`config.mk`:
```
export PLATFORM = sky130hd
export DESIGN_NAME = uart_tx_arbiter
export DESIGN_NICKNAME = d
export VERILOG_FILES = /design/src/rtl/uart_tx_arbiter.sv
export SDC_FILE = /design/constraint.sdc
export NUM_CORES = 1
export LEC_CHECK = 0
export BUFFER_PORTS_ARGS = -buffer_cell sky130_fd_sc_hd__buf_4
export CORE_MARGIN = 5
export CORE_UTILIZATION = 47
export DETAILED_ROUTE_END_ITERATION = 8
export MAX_ROUTING_LAYER = met4
export PLACE_DENSITY = 0.84
export SYNTH_ARGS = -nofsm -noshare
export SYNTH_HDL_FRONTEND = slang
export SYNTH_SLANG_ARGS = --single-unit
```
`constraint.sdc`:
```
create_clock -name clk_50m -period 3 [get_ports clk_50m]
set_input_delay 0.15 -clock clk_50m [delete_from_list [all_inputs] [get_ports clk_50m]]
set_output_delay 0.15 -clock clk_50m [all_outputs]
set_load 0.02 [all_outputs]
```
`src/rtl/uart_tx_arbiter.sv`:
```
// uart_tx_arbiter: round-robin arbiter giving four byte requesters turns on one UART
// transmitter. Each grant launches one byte (Tx_en strobe + ack), waits for the
// transmitter to go busy and then idle again, and reports completion with done.
// Optional feature: define UART_ARB_TIMEOUT_EN to abort a launch that the transmitter
// never acknowledges (Tx_busy stays low) after TIMEOUT_CYCLES cycles, flagged on err.
module uart_tx_arbiter #(
    parameter int unsigned TIMEOUT_CYCLES = 16
) (
    input  logic        clk_50m,
    input  logic        rst_n,
    input  logic [3:0]  req,
    input  logic [31:0] req_data,
    output logic [3:0]  ack,
    output logic [3:0]  done,
    output logic [7:0]  data_in,
    output logic        Tx_en,
    input  logic        Tx_busy,
    output logic [1:0]  gnt_id,
    output logic        arb_busy,
    output logic        err
);

    typedef enum logic [1:0] {
        StIdle     = 2'd0,
        StLaunch   = 2'd1,
        StWaitBusy = 2'd2,
        StWaitDone = 2'd3
    } state_e;

    state_e     r_state;
    state_e     w_state_nxt;
    logic [1:0] r_ptr;
    logic [1:0] r_gnt;
    logic [7:0] r_data;
    logic [1:0] w_sel;
    logic       w_grant;
    logic       w_timeout;

    // Grant only from IDLE with an idle transmitter; external busy keeps requests pending.
    assign w_grant = (r_state == StIdle) && (|req) && !Tx_busy;

    // Round-robin pick: first set req bit at or above r_ptr, wrapping 3->0.
    // Scanning offsets from high to low lets the smallest offset win.
    always_comb begin
        w_sel = r_ptr;
        for (int k = 3; k >= 0; k--) begin
            if (req[r_ptr + 2'(k)]) begin
                w_sel = r_ptr + 2'(k);
            end
        end
    end

`ifdef UART_ARB_TIMEOUT_EN
    localparam int unsigned CntW = $clog2(TIMEOUT_CYCLES + 1);

    logic [CntW-1:0] r_cnt;

    // Abort once TIMEOUT_CYCLES full cycles in WAIT_BUSY passed without Tx_busy.
    assign w_timeout = (r_state == StWaitBusy) && !Tx_busy &&
                       (r_cnt == CntW'(TIMEOUT_CYCLES));

    // Cycle counter for WAIT_BUSY; cleared in every other state.
    always_ff @(posedge clk_50m or negedge rst_n) begin
        if (!rst_n) begin
            r_cnt <= '0;
        end else if (r_state == StWaitBusy) begin
            r_cnt <= r_cnt + 1'b1;
        end else begin
            r_cnt <= '0;
        end
    end
`else
    logic w_unused_timeout;

    assign w_timeout        = 1'b0;
    assign w_unused_timeout = (TIMEOUT_CYCLES == 0);
`endif

    // State register.
    always_ff @(posedge clk_50m or negedge rst_n) begin
        if (!rst_n) begin
            r_state <= StIdle;
        end else begin
            r_state <= w_state_nxt;
        end
    end

    // Grant bookkeeping: pointer, owner id and captured byte change only on a grant.
    always_ff @(posedge clk_50m or negedge rst_n) begin
        if (!rst_n) begin
            r_ptr  <= 2'd0;
            r_gnt  <= 2'd0;
            r_data <= 8'h00;
        end else if (w_grant) begin
            r_ptr  <= w_sel + 2'd1;
            r_gnt  <= w_sel;
            r_data <= req_data[{w_sel, 3'b000} +: 8];
        end
    end

    // Next-state logic and per-state strobes.
    always_comb begin
        w_state_nxt = r_state;
        Tx_en       = 1'b0;
        ack         = 4'b0000;
        done        = 4'b0000;
        unique case (r_state)
            StIdle: begin
                if (w_grant) begin
                    w_state_nxt = StLaunch;
                end
            end
            StLaunch: begin
                Tx_en       = 1'b1;
                ack         = 4'b0001 << r_gnt;
                w_state_nxt = StWaitBusy;
            end
            StWaitBusy: begin
                if (Tx_busy) begin
                    w_state_nxt = StWaitDone;
                end else if (w_timeout) begin
                    w_state_nxt = StIdle;
                end
            end
            StWaitDone: begin
                if (!Tx_busy) begin
                    done        = 4'b0001 << r_gnt;
                    w_state_nxt = StIdle;
                end
            end
            default: w_state_nxt = StIdle;
        endcase
    end

    assign data_in  = r_data;
    assign gnt_id   = r_gnt;
    assign arb_busy = (r_state != StIdle);
    assign err      = w_timeout;

endmodule
```
==> load_flow_metrics.sql, run 1 <==
INSERT INTO impl_metrics (metric_group, metric, value, unit) VALUES
('status', 'run_status', 'finished clean', ''),
('critical_path', 'cp_cell_sequence', 'and3b_1, or4_1, nand2_8, mux2_1, a221o_1', ''),
('clock_network', 'cts.reportedPaths.clkPinSlew', '90', 'ps'),
('clock_network', 'cts_tree', 'built', ''),
('clock_network', 'cts_inserted_buffers', '3', ''),
('die', 'die_width', '57.3', 'um'),
('synthesis', 'synth_enable_flop_cells', '0', ''),
('synthesis', 'synthesis.instances', '110', ''),
('pwr', 'switchingPower', '0.000559', 'W'),
('drt', 'vias', '1144', ''),
('critical_path', 'path_length_in_cells_of_the_critical_path', '5', ''),
('pwr', 'netSwitchingFraction', '44.1', '%'),
('clock_network', 'clockBufferDepth', '2', ''),
('clock_network', 'post_cts_resized', '0', ''),
('pwr', 'power.share.combinational', '60.3', '%'),
('synthesis', 'syn_area_per_cell', '9.58', 'um2'),
('cells_and_area', 'ff_latch_area', '350', 'um2'),
('synthesis', 'synthDominantAreaCellType', 'sky130_fd_sc_hd__dfrtp_1', ''),
('pwr', 'p_clk_share', '10.7', '%'),
('cells_and_area', 'fraction_of_layout_cells_with_a_size_suffix_above_1', '40.2', '%'),
('clock_network', 'post-cts-setup-buffers', '0', ''),
('cells_and_area', 'fin_nets', '214', ''),
('die', 'design.core.area', '2170', 'um2'),
('timing', 'hold_viol', '0', ''),
('pwr', 'part_of_the_power_in_registers', '29.1', '%'),
('placement', 'place_area', '1500', 'um2'),
('die', 'die-area', '3290', 'um2'),
('cells_and_area', 'multiInputGateArea', '662', 'um2'),
('die', 'placement_rows', '17', ''),
('die', 'boundaryPins', '60', ''),
('placement', 'numPlacedInstances', '192', ''),
('critical_path', 'cp_max_stage_cell', 'sky130_fd_sc_hd__or4_1', ''),
('critical_path', 'critical-path-max-stage-delay', '630', 'ps'),
('placement', 'place.detailed.hpwl', '2410', 'um'),
('synthesis', 'synthesis.area', '1050', 'um2'),
('pwr', 'cellLeakagePower', '0.758', 'nW'),
('grt', 'grt_pass1_vias', '1088', ''),
('grt', 'grt.total_usage', '19.9', '%'),
('drt', 'route.detailed.drc', '0', ''),
('timing', 'period_share', '77.3', '%'),
('grt', 'largest_net_degree_at_the_start_of_global_routing', '15', ''),
('critical_path', 'cp-endpoint', 'data_in[6]$_DFFE_PN0P_', ''),
('synthesis', 'synth.yosys.seq_area_share', '33.3', '%'),
('timing', 'maxClockFrequency', '431', 'MHz'),
('drt', 'avgRoutedWirePerCell', '15.2', 'um'),
('drt', 'drt_first_pass_iters', '4', ''),
('pwr', 'power_per_cell_area', '822', 'nW/um2'),
('cells_and_area', 'nFillCells', '162', ''),
('synthesis', 'yosys-top-cells-count', '14 x sky130_fd_sc_hd__dfrtp_1, 10 x sky130_fd_sc_hd__a21oi_1, 10 x sky130_fd_sc_hd__o21ai_0', ''),
('cells_and_area', 'areaGrowthSynthToFinish', '46.6', '%'),
('timing', 'final.hold.worst_slack', '216', 'ps'),
('drt', 'detail_route.iter0.violations', '51', ''),
('critical_path', 'reg2regPathDepth', '5', ''),
('drt', 'detail-route-antenna-nets', '0', ''),
('timing', 'slew_viol_final', '0', ''),
('critical_path', 'startpoint', 'r_ptr[1]$_DFFE_PN0P_', ''),
('critical_path', 'cpLargestDelayFamily', 'simple AND/OR/NAND/NOR gates', ''),
('clock_network', 'cts_hold_buf', '1', ''),
('pwr', 'irDropWorstVdd', '534', 'uV'),
('timing', 'timing.final.setup_violations', '0', ''),
('synthesis', 'synth_area_leaders', 'sky130_fd_sc_hd__dfrtp_1 33%, sky130_fd_sc_hd__mux2_1 8.6%, sky130_fd_sc_hd__a221o_1 7.6%', ''),
('timing', 'finalSetupTns', '0', 'ps'),
('synthesis', 'yosys.area.top_type_share', '33.3', '%'),
('critical_path', 'timing.rr.start', 'r_ptr[1]$_DFFE_PN0P_', ''),
('critical_path', 'cp.arrival', '2480', 'ps'),
('worst_hold_path', 'hold_path_class', 'in2reg', ''),
('synthesis', 'synth_async_sr_flop_share', '100', '%'),
('drt', 'routed_wl', '3000', 'um'),
('critical_path', 'critical_path_class', 'reg2reg', ''),
('pwr', 'p_int', '0.000710', 'W'),
('critical_path', 'critical_path_endpoint_category', 'flip-flop', '');
cells in the final DEF (no fill, tap or decap), types with 2 or more instances in the layout:
master,netlist,layout
sky130_fd_sc_hd__and3b_1,3,3
sky130_fd_sc_hd__or4_1,2,2
sky130_fd_sc_hd__a221o_1,8,8
sky130_fd_sc_hd__o21ai_0,10,10
sky130_fd_sc_hd__clkbuf_4,0,3
sky130_fd_sc_hd__a21oi_1,10,10
sky130_fd_sc_hd__mux2_1,8,8
sky130_fd_sc_hd__buf_4,1,58
sky130_fd_sc_hd__dfrtp_1,14,14
sky130_fd_sc_hd__nand3_1,9,9
sky130_fd_sc_hd__nor2b_1,3,3
sky130_fd_sc_hd__nor2_1,3,3
sky130_fd_sc_hd__nor3_1,3,3
sky130_fd_sc_hd__ha_1,5,5
sky130_fd_sc_hd__mux2_2,2,2
sky130_fd_sc_hd__nand2_1,2,2
sky130_fd_sc_hd__nor3b_1,4,4
sky130_fd_sc_hd__inv_1,4,4
metal layers:
metal	vias to the layer above	track usage [%]	share of wire, %
met5	-	-	0
met4	0	7.28	1.4
met3	4	3.39	12
met2	81	30.8	46
met1	523	26.0	40
li1	536	-	-
flip-flops by register name, indices dropped and copies added, names as in the netlist:
name,count
data_in,8
gnt_id,2
r_ptr,2
r_state,2
cells by family (layout without fill, tap and decap cells):
family	count (synthesis)	after routing	synth area share, %
buffers and inverters	8	67	3.92
other	1	1	0.356
adder cells (fa/ha/maj)	5	5	5.94
XOR/XNOR	1	1	0.832
AO/OA/AOI/OAI	35	35	22.8
multiplexers	11	11	11.6
AND/OR/NAND/NOR	35	35	21.3
flip-flops	14	14	33.3
worst min-delay path: stages:
cell	delay (ps)
sky130_fd_sc_hd__buf_4	80
sky130_fd_sc_hd__mux2_1	110
sky130_fd_sc_hd__a221o_1	130
how the worst min path moves through the flow:
stage / depth (start not counted) / from / slack, ps / to
global route: 3 / req_data[8] / 230 / data_in[0]$_DFFE_PN0P_
floorplan: 0 / rst_n / -150 / data_in[0]$_DFFE_PN0P_
CTS: 3 / req_data[12] / 210 / data_in[4]$_DFFE_PN0P_
detailed placement: 1 / rst_n / 10 / data_in[4]$_DFFE_PN0P_
global placement: 1 / rst_n / 9 / data_in[7]$_DFFE_PN0P_
finish: 3 / req_data[13] / 220 / data_in[5]$_DFFE_PN0P_
power groups by stage:
stage	clock network, W	logic (W)	registers (W)
after global routing	0.000148	0.000839	0.000383
after floorplan	0	0.000442	0.000420
final	0.000135	0.000765	0.000369
after CTS	0.000138	0.000769	0.000369
after global placement	0	0.000742	0.000363
after detailed placement	0	0.000767	0.000370
through the flow:
stage	utilization, %	setup WS (ps)
after global routing	71.2	597
after floorplan	-	979
after detailed placement	69.0	702
after global placement	69.0	795
after CTS	71.2	681
final	71.2	680
final cells by class:
cell class | instances | share of cell area [%]
clock buffer | 4 | 2.35
inverter | 4 | 0.972
multi-input combinational | 88 | 42.9
sequential | 14 | 22.7
tap | 28 | 2.27
timing repair buffer | 59 | 28.8
Note: power is estimated with default switching activity, not from simulation.
==> run 2, diff against run 1 <==
Settings changed: ABC_AREA set to 1, CORE_UTILIZATION 47 to 46, PLACE_DENSITY 0.84 to 0.79.
Clock period 3 ns to 2.3 ns, I/O delays scaled along.
==> run 2 against run 1 <==
  * Register-to-register slack got worse by 480 ps
  * Combinational power rose by 130%
  * Global-route usage fell by 0.80 points
  * Clock power grew 30%
  * Area after synthesis rose by 15%
  * Sequential share of layout area decreased by 1.7 points
  * Wire length up 12%
  * Worst hold slack worse by 44 ps
==> load_flow_metrics.sql, run 2 <==
INSERT INTO impl_metrics (metric_group, metric, value, unit) VALUES
('synthesis', 'synthesis.instances', '185', ''),
('clock_network', 'post_cts_resized', '0', ''),
('clock_network', 'cts_hold_buf', '1', ''),
('grt', 'global_route_met1_usage', '24.6', '%'),
('synthesis', 'synth_area_leaders', 'sky130_fd_sc_hd__dfrtp_1 29%, sky130_fd_sc_hd__nand2_1 20%, sky130_fd_sc_hd__nand3_1 19%', ''),
('grt', 'gr_ovfl_total', '0', ''),
('placement', 'numPortBuffers', '58', ''),
('drt', 'detail_route.iter0.violations', '55', ''),
('pwr', 'power_per_cell_area', '1470', 'nW/um2'),
('clock_network', 'clockBufferDepth', '2', ''),
('cells_and_area', 'num_antenna_cells', '0', ''),
('critical_path', 'critical_path_endpoint_category', 'flip-flop', ''),
('grt', 'global_route_wire_length_before_repair', '5130', 'um'),
('timing', 'period_share', '91.2', '%'),
('critical_path', 'cp_max_stage_cell', 'sky130_fd_sc_hd__dfrtp_1', ''),
('clock_network', 'cts.reportedPaths.clkPinSlew', '90', 'ps'),
('cells_and_area', 'final_common_cell', 'sky130_fd_sc_hd__nand2_1', ''),
('die', 'placement_rows', '18', ''),
('drt', 'routed_wl', '3360', 'um'),
('drt', 'detail-route-antenna-nets', '0', ''),
('synthesis', 'synthDistinctLibCells', '21', ''),
('drt', 'drt_first_pass_iters', '4', ''),
('synthesis', 'yosys-mux-area-fraction', '0', '%'),
('timing', 'hold_viol', '0', ''),
('critical_path', 'timing.rr.start', 'r_ptr[0]$_DFFE_PN0P_', ''),
('synthesis', 'synthDominantAreaCellType', 'sky130_fd_sc_hd__dfrtp_1', ''),
('critical_path', 'cp-start-kind', 'flip-flop', ''),
('timing', 'timing.final.setup_violations', '0', ''),
('synthesis', 'synth_top_family_by_area', 'simple AND/OR/NAND/NOR gates', ''),
('grt', 'grt.total_usage', '19.1', '%'),
('critical_path', 'crit_buf_inv', '1', ''),
('synthesis', 'yosys.area_share.xor_xnor', '0', '%'),
('synthesis', 'synthesis.nets', '229', ''),
('drt', 'vias', '1421', ''),
('critical_path', 'cp.arrival', '2260', 'ps'),
('flow_run', 'max_cap_viol_count', '0', ''),
('timing', 'maxClockFrequency', '477', 'MHz'),
('synthesis', 'synth.yosys.seq_area_share', '29.0', '%'),
('synthesis', 'synthesis.area', '1210', 'um2'),
('critical_path', 'cp_cell_sequence', 'inv_1, nand2_1, nand2_1, nand2_1, nand2_1, nand2_1, nand2_2, nand2_1, nand2_4, nand2_4, nand2_1, nand3_1, nand3_1, nand2_1', ''),
('cells_and_area', 'mostFrequentLayoutCells', '64 x sky130_fd_sc_hd__nand2_1, 60 x sky130_fd_sc_hd__buf_4, 46 x sky130_fd_sc_hd__nand3_1, 15 x sky130_fd_sc_hd__inv_1, 14 x sky130_fd_sc_hd__dfrtp_1', ''),
('grt', 'largest_net_degree_at_the_start_of_global_routing', '18', ''),
('timing', 'finalSetupTns', '0', 'ps'),
('clock_network', 'post-cts-setup-buffers', '0', ''),
('critical_path', 'critical-path-max-stage-delay', '520', 'ps'),
('timing', 'grt_setup_unrepaired', 'no', ''),
('timing', 'clock-skew-final', '6.66', 'ps'),
('pwr', 'cellLeakagePower', '0.948', 'nW'),
('synthesis', 'synth_async_sr_flop_share', '100', '%'),
('synthesis', 'yosys-top-cells-count', '64 x sky130_fd_sc_hd__nand2_1, 46 x sky130_fd_sc_hd__nand3_1, 15 x sky130_fd_sc_hd__inv_1', ''),
('cells_and_area', 'areaGrowthSynthToFinish', '38.3', '%'),
('status', 'run_status', 'finished clean', ''),
('critical_path', 'critical_path_peak_fanout', '17', ''),
('worst_hold_path', 'hold_path_class', 'in2reg', ''),
('synthesis', 'post_synth_fa_ha_maj_area_fraction', '5.18', '%'),
('grt', 'most_used_routing_layer_in_global_routing', 'met2', ''),
('synthesis', 'yosys.area.top_type_share', '29.0', '%'),
('pwr', 'irDropWorstVdd', '1010', 'uV'),
('synthesis', 'synth_enable_flop_cells', '0', ''),
('placement', 'numPlacedInstances', '269', ''),
('critical_path', 'critical-path-top-cell-by-count', 'sky130_fd_sc_hd__nand2_1', ''),
('timing', 'min_period', '2100', 'ps'),
('clock_network', 'cts_inserted_buffers', '3', ''),
('critical_path', 'cpLargestDelayFamily', 'simple AND/OR/NAND/NOR gates', ''),
('critical_path', 'critical_path_required', '2470', 'ps'),
('die', 'dieHeight', '61.2', 'um'),
('synthesis', 'synth_compound_gate_area_share', '4.87', '%'),
('clock_network', 'deepest_level_of_the_cts_h_tree', '1', ''),
('cells_and_area', 'instances_no_fill', '274', ''),
('cells_and_area', 'final_util', '66.8', '%'),
('placement', 'place.detailed.hpwl', '2740', 'um'),
('synthesis', 'syn_area_per_cell', '6.53', 'um2'),
('placement', 'final_weighted_congestion_in_routability_driven_placement', '0.916', ''),
('die', 'die_width', '61.2', 'um'),
('critical_path', 'startpoint', 'r_ptr[0]$_DFFE_PN0P_', ''),
('drt', 'avgRoutedWirePerCell', '12.2', 'um'),
('grt', 'antenna_found_initial', '0', ''),
('grt', 'grt_use_met3', '5.03', '%'),
('grt', 'met2_capacity_usage_during_global_routing', '28.2', '%'),
('synthesis', 'synth-simple-area-share', '48.9', '%'),
('grt', 'grt_pass1_vias', '1219', ''),
('cells_and_area', 'fraction_of_layout_cells_with_a_size_suffix_above_1', '31.6', '%'),
('worst_hold_path', 'min_from', 'req_data[26]', ''),
('synthesis', 'dominantRegCellSynth', 'sky130_fd_sc_hd__dfrtp_1', ''),
('drt', 'route.detailed.drc', '0', ''),
('drt', 'routed_via_density', '5.19', ''),
('clock_network', 'ctsRootBufferMaster', 'sky130_fd_sc_hd__clkbuf_4', ''),
('clock_network', 'clkSinkCount', '14', ''),
('critical_path', 'critical_path_class', 'reg2reg', ''),
('clock_network', 'clk-insertion-delay-late', '280', 'ps'),
('die', 'boundaryPins', '60', ''),
('cells_and_area', 'fin_nets', '289', ''),
('synthesis', 'yosys_register_bits', '14', ''),
('die', 'die-area', '3750', 'um2'),
('synthesis', 'synth_most_common_cell', 'sky130_fd_sc_hd__nand2_1', ''),
('die', 'design.core.area', '2500', 'um2'),
('die', 'start_util', '48.3', '%'),
('cells_and_area', 'largest_register_ff_count', '8', ''),
('timing', 'slew_viol_final', '0', ''),
('clock_network', 'cts_tree', 'built', ''),
('synthesis', 'synth_warnings', '0', '');
[run 2: report_power, final]
group          internal, W  switching [W]
Clock            0.0000963      0.0000783
Combinational     0.000649        0.00114
Sequential        0.000371       0.000111
[run 2: logic make-up (layout without fill, tap and decap cells)]
family                   Yosys count  in the layout
other                              1              1
AO/OA/AOI/OAI                     11             11
adder cells (fa/ha/maj)            5              5
AND/OR/NAND/NOR                  130            130
buffers and inverters             24             83
flip-flops                        14             14
[run 2: metrics by stage]
stage | instance area [um2] | setup WS (ps) | hold slack, ps | total power (W)
2_1_floorplan | 1210 | 693 | -181 | 0.00188
3_3_place_gp | 1620 | 335 | -27.5 | 0.00224
3_5_place_dp | 1620 | 237 | -27.5 | 0.00228
4_1_cts | 1670 | 221 | 168 | 0.00246
5_1_grt | 1670 | 6.33 | 158 | 0.00271
6_report | 1670 | 202 | 171 | 0.00245
[run 2: layout make-up]
class | instances | area, um2
fillers | 255 | 830
multi-input cells | 147 | 716
repair buffers | 61 | 460
flip-flops and latches | 14 | 350
inverters | 18 | 70.1
well taps | 30 | 37.5
clock buffers | 4 | 36.3
[run 2: per-layer routing]
| layer | wire, um | part of all wire [%] |
|---|---|---|
| met5 | 0 | 0 |
| met4 | 54 | 1.6 |
| met1 | 1380 | 41 |
| met2 | 1530 | 46 |
| met3 | 390 | 12 |
[run 2: final timing paths]
check	end	slack, ps	cells past startpoint
max in group asynchronous	data_in[7]$_DFFE_PN0P_	1930	2
worst min register to register	data_in[0]$_DFFE_PN0P_	480	2
min in group asynchronous	r_state[1]$_DFFE_PN0P_	210	2
worst max register to register	data_in[4]$_DFFE_PN0P_	200	14
worst max-delay path	data_in[4]$_DFFE_PN0P_	200	14
worst min-delay path	data_in[2]$_DFFE_PN0P_	170	5
[run 2: worst reg2reg max path, stage by stage, from the launching register on]
cell and delay (ps):
sky130_fd_sc_hd__dfrtp_1 520, sky130_fd_sc_hd__inv_1 220, sky130_fd_sc_hd__nand2_1 90, sky130_fd_sc_hd__nand2_1 90, sky130_fd_sc_hd__nand2_1 80, sky130_fd_sc_hd__nand2_1 90
sky130_fd_sc_hd__nand2_1 60, sky130_fd_sc_hd__nand2_2 70, sky130_fd_sc_hd__nand2_1 80, sky130_fd_sc_hd__nand2_4 170, sky130_fd_sc_hd__nand2_4 170, sky130_fd_sc_hd__nand2_1 100
sky130_fd_sc_hd__nand3_1 70, sky130_fd_sc_hd__nand3_1 110, sky130_fd_sc_hd__nand2_1 60
==> run 3, diff against run 2 <==
--- a/config.mk
+++ b/config.mk
@@ -13,4 +13,5 @@
 export MAX_ROUTING_LAYER = met4
 export PLACE_DENSITY = 0.79
+export SETUP_SLACK_MARGIN = 0.3
 export SYNTH_ARGS = -nofsm -noshare
 export SYNTH_HDL_FRONTEND = slang
==> constraint.sdc (replaced) <==
create_clock -name clk_50m -period 2.3 [get_ports clk_50m]
set_input_delay 0.23 -clock clk_50m [delete_from_list [all_inputs] [get_ports clk_50m]]
set_output_delay 0.23 -clock clk_50m [all_outputs]
set_load 0.02 [all_outputs]
==> run 3 against run 2 <==
  * Flip-flop and latch count stayed put
  * Non-clock buffer count is 3 higher
  * Global-route usage is 0.090 points higher
  * Wire length is 2.2% higher
  * Sequential power is 2% lower
  * Combinational power is 6% higher
==> load_flow_metrics.sql, run 3 (synthesis gave the netlist of run 2 again) <==
INSERT INTO impl_metrics (metric_group, metric, value, unit) VALUES
('drt', 'drt_first_pass_iters', '4', ''),
('placement', 'place.detailed.hpwl', '2740', 'um'),
('die', 'die_width', '61.2', 'um'),
('grt', 'grt_pass1_vias', '1223', ''),
('critical_path', 'critical_path_required', '2470', 'ps'),
('timing', 'period_share', '80.0', '%'),
('critical_path', 'timing.rr.start', 'r_ptr[0]$_DFFE_PN0P_', ''),
('critical_path', 'critical_path_peak_fanout', '13', ''),
('critical_path', 'cp_max_stage_cell', 'sky130_fd_sc_hd__dfrtp_2', ''),
('timing', 'clock-skew-final', '7.69', 'ps'),
('drt', 'route.detailed.drc', '0', ''),
('timing', 'grt_setup_unrepaired', 'no', ''),
('clock_network', 'clkSinkCount', '14', ''),
('die', 'dieHeight', '61.2', 'um'),
('clock_network', 'deepest_level_of_the_cts_h_tree', '1', ''),
('clock_network', 'cts_tree', 'built', ''),
('cells_and_area', 'final_common_cell', 'sky130_fd_sc_hd__nand2_1', ''),
('clock_network', 'cts.reportedPaths.clkPinSlew', '90', 'ps'),
('clock_network', 'clk-insertion-delay-late', '280', 'ps'),
('drt', 'avgRoutedWirePerCell', '12.4', 'um'),
('die', 'placement_rows', '18', ''),
('worst_hold_path', 'min_from', 'req_data[24]', ''),
('drt', 'detail-route-antenna-nets', '0', ''),
('clock_network', 'ctsRootBufferMaster', 'sky130_fd_sc_hd__clkbuf_4', ''),
('cells_and_area', 'mostFrequentLayoutCells', '64 x sky130_fd_sc_hd__nand2_1, 61 x sky130_fd_sc_hd__buf_4, 46 x sky130_fd_sc_hd__nand3_1, 14 x sky130_fd_sc_hd__inv_1, 13 x sky130_fd_sc_hd__dfrtp_1', ''),
('grt', 'global_route_wire_length_before_repair', '5160', 'um'),
('worst_hold_path', 'holdPathEnd', 'data_in[0]$_DFFE_PN0P_', ''),
('die', 'start_util', '48.3', '%'),
('critical_path', 'critical-path-top-cell-by-count', 'sky130_fd_sc_hd__nand2_1', ''),
('timing', 'maxClockFrequency', '544', 'MHz'),
('critical_path', 'critical_path_endpoint_category', 'flip-flop', ''),
('drt', 'routed_via_density', '5.21', ''),
('clock_network', 'cts_inserted_buffers', '3', ''),
('drt', 'detail_route.iter0.violations', '47', ''),
('pwr', 'irDropWorstVdd', '996', 'uV'),
('timing', 'finalSetupTns', '0', 'ps'),
('clock_network', 'clockBufferDepth', '2', ''),
('critical_path', 'reg2reg_setup_slack', '460', 'ps'),
('cells_and_area', 'fraction_of_layout_cells_with_a_size_suffix_above_1', '33.2', '%'),
('timing', 'hold_viol', '0', ''),
('critical_path', 'critical_path_class', 'reg2reg', ''),
('die', 'die-area', '3750', 'um2'),
('cells_and_area', 'fin_nets', '292', ''),
('cells_and_area', 'largest_register_ff_count', '8', ''),
('pwr', 'power', '0.00255', 'W'),
('grt', 'grt.total_usage', '19.2', '%'),
('pwr', 'cellLeakagePower', '0.963', 'nW'),
('placement', 'final_weighted_congestion_in_routability_driven_placement', '0.916', ''),
('critical_path', 'crit-reg2reg-capture', 'data_in[6]$_DFFE_PN0P_', ''),
('flow_run', 'max_cap_viol_count', '0', ''),
('critical_path', 'cp.arrival', '2010', 'ps'),
('timing', 'timing.final.setup_violations', '0', ''),
('critical_path', 'cp-start-kind', 'flip-flop', ''),
('grt', 'gr_ovfl_total', '0', ''),
('worst_hold_path', 'hold_path_class', 'in2reg', ''),
('critical_path', 'reg2regPathDepth', '13', ''),
('die', 'boundaryPins', '60', ''),
('critical_path', 'cp_cell_sequence', 'buf_4, nand2_1, o21ai_1, nand2_1, nand2_1, nand2_1, nand2_2, nand3_2, buf_6, nand3_1, nand3_1, nand3_1, nand2_1', ''),
('critical_path', 'critical-path-max-stage-delay', '440', 'ps'),
('timing', 'slew_viol_final', '0', ''),
('worst_hold_path', 'worst_hold_path.num_cells', '5', ''),
('placement', 'numPortBuffers', '58', ''),
('drt', 'routed_wl', '3430', 'um'),
('status', 'run_status', 'finished clean', ''),
('grt', 'antenna_found_initial', '0', ''),
('timing', 'min_period', '1840', 'ps'),
('die', 'design.core.area', '2500', 'um2'),
('pwr', 'power_per_cell_area', '1500', 'nW/um2'),
('grt', 'largest_net_degree_at_the_start_of_global_routing', '18', ''),
('cells_and_area', 'num_antenna_cells', '0', ''),
('drt', 'vias', '1442', ''),
('cells_and_area', 'nFillCells', '253', ''),
('cells_and_area', 'areaGrowthSynthToFinish', '40.9', '%');
==> run 3: cell types whose count changed in the layout (fill, tap and decap cells not counted), sizes merged <==
cell and change:
buf +3
==> run 3: metal layers <==
layer | track usage [%] | routed length [um]
met3 | 5.03 | 402
met2 | 28.5 | 1530
met5 | - | 0
met1 | 24.6 | 1420
met4 | 8.05 | 78
==> run 3: per-stage QoR <==
| stage | cells | cell area (um2) | hold slack (ps) | util [%] | setup slack (ps) |
|---|---|---|---|---|---|
| after detailed placement | 269 | 1620 | 87.5 | 65.0 | 237 |
| after CTS | 274 | 1670 | 283 | 66.9 | 338 |
| final | 277 | 1700 | 288 | 68.1 | 461 |
| after global placement | 269 | 1620 | 87.5 | 65.0 | 335 |
| after global routing | 277 | 1700 | 273 | 68.1 | 302 |
| after floorplan | 185 | 1210 | -65.6 | - | 693 |
==> run 3: final cells by class <==
type,count,area (um2),area share (%)
clock buffer,4,36.3,2.13
inverter,18,70.1,4.12
multi-input combinational,147,716,42.1
sequential,14,352,20.7
tap,30,37.5,2.21
timing repair buffer,64,490,28.8
==> run 3: where the power goes <==
group          internal (W)  total, W  switching (W)
registers          0.000373  0.000474       0.000101
clock network     0.0000963  0.000176      0.0000795
logic              0.000718   0.00190        0.00118
total               0.00119   0.00255        0.00136
==> run 3: how the worst max path moves through the flow <==
stage	to	cells past startpoint	start	slack [ps]
after global routing	data_in[6]$_DFFE_PN0P_	13	r_ptr[0]$_DFFE_PN0P_	300
after global placement	r_ptr[1]$_DFFE_PN0P_	13	r_ptr[0]$_DFFE_PN0P_	340
final	data_in[6]$_DFFE_PN0P_	13	r_ptr[0]$_DFFE_PN0P_	460
after CTS	data_in[4]$_DFFE_PN0P_	14	r_ptr[0]$_DFFE_PN0P_	340
after floorplan	data_in[5]$_DFFE_PN0P_	14	r_ptr[0]$_DFFE_PN0P_	690
after detailed placement	r_ptr[1]$_DFFE_PN0P_	13	r_ptr[0]$_DFFE_PN0P_	240
==> run 3: repair_timing <==
action                     in CTS  in global routing
cloned                          0                  0
buffers inserted                0                  3
hold endpoints to repair       14                  0
hold buffers                    1                  0
pin swaps                       0                  1
gates resized for setup         2                  3
setup endpoints to repair      11                 11
==> run 3: worst max-delay path: cells and delay by family, from the launching register on <==
family / cells / cell delay [ps]
buffers and inverters: 2 / 360
flip-flops: 1 / 440
AND/OR/NAND/NOR: 10 / 830
AO/OA/AOI/OAI: 1 / 110
